`config.mk`:
```
export PLATFORM = sky130hd
export DESIGN_NAME = mc_residual_stream
export DESIGN_NICKNAME = d
export VERILOG_FILES = /design/src/rtl/mc_pkg.sv /design/src/rtl/mc_skid_fifo.sv /design/src/rtl/mc_residual_stream.sv
export SDC_FILE = /design/constraint.sdc
export NUM_CORES = 1
export LEC_CHECK = 0
export BUFFER_PORTS_ARGS = -buffer_cell sky130_fd_sc_hd__buf_2
export CORE_ASPECT_RATIO = 0.75
export CORE_MARGIN = 2
export CORE_UTILIZATION = 55
export DETAILED_ROUTE_END_ITERATION = 10
export HOLD_SLACK_MARGIN = 0.06
export PLACE_DENSITY = 0.79
export SYNTH_ARGS = -nofsm -noshare
export SYNTH_HDL_FRONTEND = slang
export SYNTH_SLANG_ARGS = --single-unit
```
`constraint.sdc`:
```
create_clock -name clk -period 8.6 [get_ports clk]
set_input_delay 0.43 -clock clk [delete_from_list [all_inputs] [get_ports clk]]
set_output_delay 0.43 -clock clk [all_outputs]
set_load 0.01 [all_outputs]
```
`src/rtl/mc_pkg.sv`:
```
// Shared types for the row-serial motion-compensation residual path.
package mc_pkg;

  localparam int unsigned MC_MB_SIZE     = 4;
  localparam int unsigned MC_PIXEL_WIDTH = 8;
  localparam int unsigned MC_RES_W       = MC_PIXEL_WIDTH + 1;
  localparam int unsigned MC_SAD_W       = MC_PIXEL_WIDTH + 2 * $clog2(MC_MB_SIZE);

  typedef logic        [MC_PIXEL_WIDTH-1:0] pixel_t;
  typedef logic signed [MC_RES_W-1:0]       residual_t;
  typedef logic        [MC_SAD_W-1:0]       sad_t;

  typedef enum logic {
    MC_INTER  = 1'b0,
    MC_BYPASS = 1'b1
  } mc_mode_e;

  // One output beat: residual row, last-row flag, block SAD (zero unless last)
  typedef struct packed {
    residual_t [MC_MB_SIZE-1:0] residual;
    logic                       last;
    sad_t                       sad;
  } mc_res_beat_t;

endpackage

```
`src/rtl/mc_skid_fifo.sv`:
```
// Two-entry output FIFO; ready/valid flags are registered from next-state count.
module mc_skid_fifo
  import mc_pkg::*;
#(
  parameter type beat_t = mc_res_beat_t
) (
  input  logic  clk,
  input  logic  reset,
  input  logic  in_valid,
  output logic  in_ready,
  input  beat_t in_beat,
  output logic  out_valid,
  input  logic  out_ready,
  output beat_t out_beat
);

  beat_t      mem [2];
  logic       wr_ptr;
  logic       rd_ptr;
  logic [1:0] count;
  logic [1:0] count_d;
  logic       push;
  logic       pop;

  assign push = in_valid & in_ready;
  assign pop  = out_valid & out_ready;

  // Next occupancy; simultaneous push and pop leaves it unchanged
  always_comb begin
    count_d = count;
    case ({push, pop})
      2'b10:   count_d = count + 2'd1;
      2'b01:   count_d = count - 2'd1;
      default: count_d = count;
    endcase
  end

  // Storage, pointers and registered flags
  always_ff @(posedge clk or negedge reset) begin
    if (!reset) begin
      for (int unsigned i = 0; i < 2; i++) mem[i] <= '0;
      wr_ptr    <= 1'b0;
      rd_ptr    <= 1'b0;
      count     <= 2'd0;
      in_ready  <= 1'b0;
      out_valid <= 1'b0;
    end else begin
      if (push) begin
        mem[wr_ptr] <= in_beat;
        wr_ptr      <= ~wr_ptr;
      end
      if (pop) rd_ptr <= ~rd_ptr;
      count     <= count_d;
      in_ready  <= (count_d != 2'd2);
      out_valid <= (count_d != 2'd0);
    end
  end

  assign out_beat = mem[rd_ptr];

endmodule

```
`src/rtl/mc_residual_stream.sv`:
```
// Row-serial MC residual generator: per-lane curr-ref, block SAD, buffered output.
module mc_residual_stream
  import mc_pkg::*;
#(
  parameter int unsigned MB_SIZE     = MC_MB_SIZE,
  parameter int unsigned PIXEL_WIDTH = MC_PIXEL_WIDTH
) (
  input  logic                                         clk,
  input  logic                                         reset,
  input  logic                                         mode,
  input  logic        [PIXEL_WIDTH-1:0]                curr_row [0:MB_SIZE-1],
  input  logic        [PIXEL_WIDTH-1:0]                ref_row  [0:MB_SIZE-1],
  input  logic                                         src_valid,
  output logic                                         src_ready,
  output logic signed [PIXEL_WIDTH:0]                  residual [0:MB_SIZE-1],
  output logic                                         dst_last,
  output logic        [PIXEL_WIDTH+2*$clog2(MB_SIZE)-1:0] dst_sad,
  output logic                                         dst_valid,
  input  logic                                         dst_ready
);

  localparam int unsigned RES_W = PIXEL_WIDTH + 1;
  localparam int unsigned ROW_W = $clog2(MB_SIZE);
  localparam int unsigned SUM_W = PIXEL_WIDTH + ROW_W;
  localparam int unsigned SAD_W = PIXEL_WIDTH + 2 * ROW_W;

  typedef struct packed {
    logic [MB_SIZE-1:0][RES_W-1:0] residual;
    logic                          last;
    logic [SAD_W-1:0]              sad;
  } beat_t;

  logic [ROW_W-1:0]              row_cnt;
  mc_mode_e                      mode_q;
  mc_mode_e                      eff_mode_c;
  logic [MB_SIZE-1:0][RES_W-1:0] res_c;
  logic [SUM_W-1:0]              row_sum_c;
  logic [SAD_W-1:0]              acc_q;
  logic [SAD_W-1:0]              acc_sum_c;
  logic                          row_last_c;
  logic                          push;
  beat_t                         push_beat;
  beat_t                         out_beat;

  assign push       = src_valid & src_ready;
  assign row_last_c = (row_cnt == ROW_W'(MB_SIZE - 1));

  // Row 0 takes the live mode; later rows use the mode latched for the block
  always_comb begin
    eff_mode_c = mode_q;
    if (row_cnt == '0) eff_mode_c = mc_mode_e'(mode);
  end

  // Lane subtractors and absolute-value adder tree
  always_comb begin
    logic [PIXEL_WIDTH-1:0] ref_eff;
    logic [PIXEL_WIDTH-1:0] mag;
    ref_eff   = '0;
    mag       = '0;
    res_c     = '0;
    row_sum_c = '0;
    for (int unsigned i = 0; i < MB_SIZE; i++) begin
      ref_eff  = (eff_mode_c == MC_BYPASS) ? '0 : ref_row[i];
      // Zero-extended 9-bit difference is the exact two's-complement residual
      res_c[i] = {1'b0, curr_row[i]} - {1'b0, ref_eff};
      mag      = res_c[i][RES_W-1] ? PIXEL_WIDTH'(-res_c[i]) : res_c[i][PIXEL_WIDTH-1:0];
      row_sum_c = row_sum_c + SUM_W'(mag);
    end
  end

  // Beat pushed into the output buffer; SAD only carried on the last row
  always_comb begin
    acc_sum_c          = acc_q + SAD_W'(row_sum_c);
    push_beat.residual = res_c;
    push_beat.last     = row_last_c;
    push_beat.sad      = row_last_c ? acc_sum_c : '0;
  end

  // Row counter, block mode latch and SAD accumulator
  always_ff @(posedge clk or negedge reset) begin
    if (!reset) begin
      row_cnt <= '0;
      mode_q  <= MC_INTER;
      acc_q   <= '0;
    end else if (push) begin
      row_cnt <= row_last_c ? '0 : row_cnt + ROW_W'(1);
      if (row_cnt == '0) mode_q <= eff_mode_c;
      acc_q   <= row_last_c ? '0 : acc_sum_c;
    end
  end

  mc_skid_fifo #(
    .beat_t(beat_t)
  ) u_fifo (
    .clk      (clk),
    .reset    (reset),
    .in_valid (src_valid),
    .in_ready (src_ready),
    .in_beat  (push_beat),
    .out_valid(dst_valid),
    .out_ready(dst_ready),
    .out_beat (out_beat)
  );

  // Unpack the head beat onto the output ports
  always_comb begin
    for (int unsigned i = 0; i < MB_SIZE; i++) residual[i] = $signed(out_beat.residual[i]);
    dst_last = out_beat.last;
    dst_sad  = out_beat.sad;
  end

endmodule

```
Yosys cells after proc, flatten, opt, wreduce, memory -nomap -nowiden
Index checks and enable logic that the tools add are counted.
{"block": "totals", "reg_bits": 119, "inputBits": 69, "output_inout_bits": 51, "word_cells": 71}
{"block": "op_classes", "add_sub_neg": 15, "n_lt_le_gt_ge": 3, "n_eq_ne": 4, "n_mux": 19, "bitwise": 6, "reduce_logical": 4}
{"op": "49-bit two-way mux", "count": 4}
{"op": "98-bit bitwise mux", "count": 1}
{"op": "8-bit two-way mux", "count": 8}
{"op": "49-bit demux with 1-bit select", "count": 1}
{"op": "8-bit by 8-bit subtractor with 9-bit output", "count": 4}
{"op": "8-bit negation", "count": 4}
{"op": "12-bit two-way mux", "count": 2}
{"op": "12-bit by 10-bit adder with 12-bit output", "count": 1}
{"op": "10-bit by 8-bit adder with 10-bit output", "count": 1}
{"op": "9-bit by 8-bit adder with 10-bit output", "count": 1}
{"op": "8-bit by 8-bit adder with 9-bit output", "count": 1}
{"op": "2-bit by 1-bit adder with 2-bit output (second input constant)", "count": 2}
{"op": "2-bit equality test (second input constant)", "count": 2}
{"op": "2-bit greater-or-equal comparator (second input constant)", "count": 2}
{"op": "1-bit NOT with 2-bit output", "count": 2}
{"op": "2-bit case mux with 2 select lines", "count": 1}
{"op": "1-bit AND", "count": 2}
{"op": "2-bit by 1-bit equality test with 1-bit output (second input constant)", "count": 1}
{"op": "2-bit logical NOT", "count": 1}
{"op": "2-bit by 1-bit less-than comparator with 1-bit output (second input constant)", "count": 1}
{"op": "2-bit two-way mux", "count": 1}
{"op": "2-bit != test (second input constant)", "count": 1}
{"op": "1-bit NOT", "count": 2}
{"op": "2-bit AND reduction", "count": 1}
{"op": "other kinds (4)", "count": 4}

Depth between registers and ports, before layout
{"block": "depth", "word_depth": 12, "ltp_mapped": 27, "mapped_depth_nobuf": 25}

Cells and area by module
A second synthesis with hierarchy kept.
{"block": "unflattened", "cells_unflattened": 764, "hier_area_um2": 8529.4}
{"module": "mc_skid_fifo", "n_inst": 1, "cells_each": 289, "area_each_um2": 4735.8, "seq_area_each_um2": 2602.5}
{"module": "mc_residual_stream", "n_inst": 1, "cells_each": 475, "area_each_um2": 3793.6, "seq_area_each_um2": 375.4}

Least setup slack after synthesis
Ideal clock, no wire load.
{"block": "synth_timing", "kind": "flip-flop to flip-flop", "start": "reg row_cnt[0]", "end": "reg u_fifo.mem[58] in the netlist's numbering", "setup_time_ns": 0.130, "t_arrival_ns": 6.056, "required_ns": 8.470, "path_slack_ns": 2.414, "path_stages_with_launch": 26, "path_buffers": 2, "period_less_slack_ns": 6.186, "path_cell_list": "dfrtp_1 -> inv_1 -> ha_1 -> mux2i_1 -> clkbuf_1 -> nand2_1 -> fa_1 -> a211oi_2 -> o21ai_1 -> a21o_1 -> a21o_1 -> buf_6 -> mux2_2 -> fa_1 -> inv_1 -> fa_1 -> fa_1 -> inv_1 -> ha_1 -> fa_1 -> a21o_1 -> a21oi_2 -> o211ai_1 -> o31ai_1 -> xor2_1 -> o21ai_0"}
{"block": "synth_via", "elab_chain_len": 12, "word_cells_on_any_way": 25, "classes_between": "12 x add/sub; 1 x eq/ne; 11 x mux; 1 x reduce/logical"}
{"item": "start: declaration", "line": "mc_residual_stream.sv:33", "rtl": "logic [ROW_W-1:0] row_cnt;"}
{"item": "start signal: assignment", "line": "mc_residual_stream.sv:86", "rtl": "row_cnt <= row_last_c ? '0 : row_cnt + ROW_W'(1);"}
{"item": "2-bit logical NOT", "line": "mc_residual_stream.sv:51", "rtl": "if (row_cnt == '0) eff_mode_c = mc_mode_e'(mode);"}
{"item": "1-bit two-way mux", "line": "mc_residual_stream.sv:51"}
{"item": "8-bit two-way mux", "line": "mc_residual_stream.sv:63", "rtl": "ref_eff = (eff_mode_c == MC_BYPASS) ? '0 : ref_row[i];"}
{"item": "8-bit by 8-bit subtractor with 9-bit output", "line": "mc_residual_stream.sv:65", "rtl": "res_c[i] = {1'b0, curr_row[i]} - {1'b0, ref_eff};"}
{"item": "8-bit negation", "line": "mc_residual_stream.sv:66", "rtl": "mag = res_c[i][RES_W-1] ? PIXEL_WIDTH'(-res_c[i]) : res_c[i][PIXEL_WIDTH-1:0];"}
{"item": "8-bit two-way mux", "line": "mc_residual_stream.sv:66"}
{"item": "8-bit by 8-bit adder with 9-bit output", "line": "mc_residual_stream.sv:67", "rtl": "row_sum_c = row_sum_c + SUM_W'(mag);"}
{"item": "9-bit by 8-bit adder with 10-bit output", "line": "mc_residual_stream.sv:67"}
{"item": "10-bit by 8-bit adder with 10-bit output", "line": "mc_residual_stream.sv:67"}
{"item": "12-bit by 10-bit adder with 12-bit output", "line": "mc_residual_stream.sv:73", "rtl": "acc_sum_c = acc_q + SAD_W'(row_sum_c);"}
{"item": "12-bit two-way mux *", "line": "mc_residual_stream.sv:76", "rtl": "push_beat.sad = row_last_c ? acc_sum_c : '0;"}
{"item": "98-bit bitwise mux *", "line": "mc_skid_fifo.sv:49", "rtl": "mem[wr_ptr] <= in_beat;"}
{"item": "end signal: indexed assignment", "line": "mc_skid_fifo.sv:49"}
{"item": "end: declaration", "line": "mc_skid_fifo.sv:17", "rtl": "beat_t mem [2];"}
Every way passes the cells marked *; elsewhere a longest branch is shown, timed or not.
A chain may end at the register's enable or synchronous reset.

Final worst setup path
Ends and elaborated chain as after synthesis.

==> results.txt <==
----------------------------------------------------
[STA]
  Unrepaired setup endpoints after global routing ... no
  Slew at the pin closest to its max-slew limit ... 0.890 ns
  Final Max Tran Viols ... 0
  Number of hold-slack violations in the final timing report ... 0
  Final Critical Period ... 6.91 ns
  Final setup violating endpoints ... 0
  Worst-case hold slack ... 0.0999 ns
  Total negative slack for setup checks ... 0 ns
  Final period util ... 80.4%
  Relative slew slack ... 39.7%
  Worst clock skew ... 0.0118 ns
  Highest achievable clock rate ... 145 MHz

[Critical path]
  WP buf/inv ... 4
  Longest individual stage delay on the worst path ... 0.57 ns
  Instance count on the critical path ... 25
  Data required time at the worst endpoint ... 8.88 ns
  Data arrival, critical path ... 7.20 ns
  Launch point of the worst path ... row_cnt[0]$_DFFE_PN0P_
  Critical-path cell with the highest stage delay ... sky130_fd_sc_hd__mux2i_4
  Library cell appearing most often on the critical path ... sky130_fd_sc_hd__fa_1
  Worst R2R Setup Slack ... 1.69 ns
  Termination of the worst setup path ... u_fifo.mem[58]$_DFFE_PN0P_
  Element type at the critical path start ... flop
  Category of the worst setup path capture point ... flop
  Cell count of the worst reg-to-reg path ... 25
  Worst flop-to-flop path startpoint ... row_cnt[0]$_DFFE_PN0P_
  Category of the critical setup timing path ... reg -> reg
  Crit path max fanout ... 16
  CP top delay family ... adder cells
  Reg-to-Reg End ... u_fifo.mem[58]$_DFFE_PN0P_

[Logic synthesis]
  Syn Nets ... 997
  Post-Synthesis Mean Instance Area ... 9.33 um2
  Main flop type after synthesis ... sky130_fd_sc_hd__dfrtp_1
  Post-synth design cell area ... 7890 um2
  Yosys reg bits ... 119
  Number of enable flip-flop cells after synthesis ... 0
  Share of flip-flops with an asynchronous set or reset ... 100%
  Distinct cells, synth ... 48
  Synthesis Warnings ... 0
  Part of the Yosys area used for sequential elements ... 37.7%
  Number of instances in the synthesized netlist ... 846

[Drt]
  Post-detailed-route via-to-cell ratio ... 5.64
  Vias post-DR ... 6440
  Remaining antenna violation count after routing ... 0
  Avg WL per Cell ... 16.5 um
  Total iterations of the first detailed-routing run ... 5
  Routed WL ... 18800 um
  DR iter-0 viols ... 396
  Detailed-route DRC error count ... 0

[Place]
  Final weighted congestion of routability-driven global placement ... 0.931
  Number of cells in the design after placement ... 1109
  Number of buffers added on ports ... 119
  Post-DP HPWL ... 13500 um

[Finish]
  Nets@finish ... 1104
  Diodes inserted ... 0
  Fraction of final layout cells with drive strength greater than 1 ... 22.6%
  Count of fill cells added during filler insertion ... 1076
  Layout overhead on the synthesized area ... 17.0%
  Combined flip-flop and latch cell area ... 2980 um2
  Final instance count without filler cells ... 1141
  Leading cell types in the layout, fill and taps excluded ... sky130_fd_sc_hd__nand2_1, sky130_fd_sc_hd__dfrtp_1, sky130_fd_sc_hd__buf_2, sky130_fd_sc_hd__o21ai_0, sky130_fd_sc_hd__inv_1
  Leading cell type in the layout, fill and taps excluded ... sky130_fd_sc_hd__nand2_1
  Total area of multi-input combinational cells ... 4560 um2

[Clock tree]
  Setup Buffers After CTS ... 0
  Largest buffer count on any clock path ... 2
  Post-cts hold buffer count ... 0
  CTS resizes ... 0
  # clock sinks ... 119
  Skew-Pair Late Insertion Delay ... 0.42 ns
  Post-CTS clock slew at the launch and capture registers of the worst setup and hold paths ... 0.06 ns
  CTS Root Buffer Type ... sky130_fd_sc_hd__clkbuf_16
  Count of H-tree levels built during CTS ... 4
  CTS tree ... yes
  Number of buffers inserted during clock tree synthesis ... 17

[Floorplan]
  Initial Utilization ... 56.8%
  Die Span Y ... 108 um
  Top-level I/O count ... 120
  Core footprint ... 13900 um2
  Overall die area ... 15300 um2
  Die Wd ... 142 um
  Floorplan row count ... 37

[Job]
  MaxCap Viol Count ... 0

[Global routing]
  Global-route wire length before repair ... 31000 um
  Number of antenna violations at the first check in global routing ... 0
  Residual overflow from global routing ... 0
  Pin count of the biggest net entering global routing ... 64
  Total track usage ... 25.7%
  Number of global-route vias before repair ... 6221

[Status]
  Result of the run ... completed

[Hold path]
  Class of the most critical hold timing path ... in -> async

----------------------------------------------------
[registers in the layout (all words and copies together) (netlist names)]
register,count
u_fifo.in_ready,1
u_fifo.wr_ptr,1
u_fifo.rd_ptr,1
mode_q,1
u_fifo.count,2
u_fifo.mem,98
row_cnt,2
acc_q,12
u_fifo.out_valid,1
[stage by stage]
step,utilization (%),setup WS [ns],instance area (um2)
after global placement,62.0,1.95,8610
after global routing,66.5,1.35,9230
after detailed placement,62.0,1.77,8610
final,66.5,1.69,9230
after floorplan,-,2.41,7890
after CTS,66.5,1.73,9230
[kinds of logic (layout without fill, tap and decap cells)]
logic type	count (synthesis)	after routing	synth area share, %
DFF	119	119	37.7
and+or+nand+nor	238	238	12.7
buffers and inverters	93	213	4.63
AOI/OAI and AO/OA	202	202	15.2
muxes	56	56	7.93
adders and majority gates	82	82	15.6
xor gates and xnor gates	56	56	6.22
[metal layers]
layer / track usage, % / up-vias / share of wire (%)
met5: 0 / - / 0
met4: 6.93 / 0 / 1.3
met3: 6.54 / 27 / 6.8
met2: 38.8 / 231 / 44
met1: 36.9 / 3096 / 48
li1: - / 3086 / -
[cell type report]
| cell class | instances | area share [%] |
|---|---|---|
| Multi-Input combinational cell | 634 | 49.5 |
| Clock inverter | 10 | 1.56 |
| Timing Repair Buffer | 124 | 6.89 |
| Tap cell | 175 | 2.37 |
| Clock buffer | 22 | 5.14 |
| Sequential cell | 119 | 32.3 |
| Inverter | 57 | 2.32 |
[synthesized netlist by cell type, types with 4 or more instances]
cell type                  count  share of area [%]
sky130_fd_sc_hd__nand2_1     156                7.4
sky130_fd_sc_hd__dfrtp_1     119                 38
sky130_fd_sc_hd__o21ai_0     109                6.9
sky130_fd_sc_hd__inv_1        56                2.7
sky130_fd_sc_hd__ha_1         55                8.7
sky130_fd_sc_hd__mux2_2       52                7.4
sky130_fd_sc_hd__nor2_1       40                1.9
sky130_fd_sc_hd__xnor2_1      32                3.6
sky130_fd_sc_hd__clkbuf_1     28                1.3
sky130_fd_sc_hd__fa_1         27                6.9
sky130_fd_sc_hd__a21oi_1      24                1.5
sky130_fd_sc_hd__xor2_1       24                2.7
sky130_fd_sc_hd__o31ai_1      11                1.0
sky130_fd_sc_hd__a21o_1       10               0.95
sky130_fd_sc_hd__a31oi_1      10               0.79
sky130_fd_sc_hd__and3_1        9               0.71
sky130_fd_sc_hd__nand2b_1      8               0.63
sky130_fd_sc_hd__o21a_1        8               0.76
sky130_fd_sc_hd__and2_1        7               0.56
sky130_fd_sc_hd__o21bai_1      6               0.57
sky130_fd_sc_hd__buf_1         5               0.24
sky130_fd_sc_hd__nand3_1       5               0.32
sky130_fd_sc_hd__a22o_1        4               0.44
sky130_fd_sc_hd__mux2i_1       4               0.51
sky130_fd_sc_hd__o21ai_1       4               0.25
[worst min path at each step]
stage               slack, ns                       start                    endpoint  depth (start not counted)
global route             0.17                       reset  u_fifo.mem[47]$_DFFE_PN0P_                          1
detailed placement       0.46   u_fifo.count[1]$_DFF_PN0_   u_fifo.count[1]$_DFF_PN0_                          1
CTS                      0.14                       reset  u_fifo.mem[87]$_DFFE_PN0P_                          1
floorplan                0.13                       reset        acc_q[0]$_DFFE_PN0P_                          0
global placement         0.45  u_fifo.mem[43]$_DFFE_PN0P_  u_fifo.mem[43]$_DFFE_PN0P_                          2
finish                    0.1                       reset  u_fifo.mem[47]$_DFFE_PN0P_                          1
Power is not shown: default switching activity piles up to over one toggle a cycle in this logic, so the estimate is an artifact.
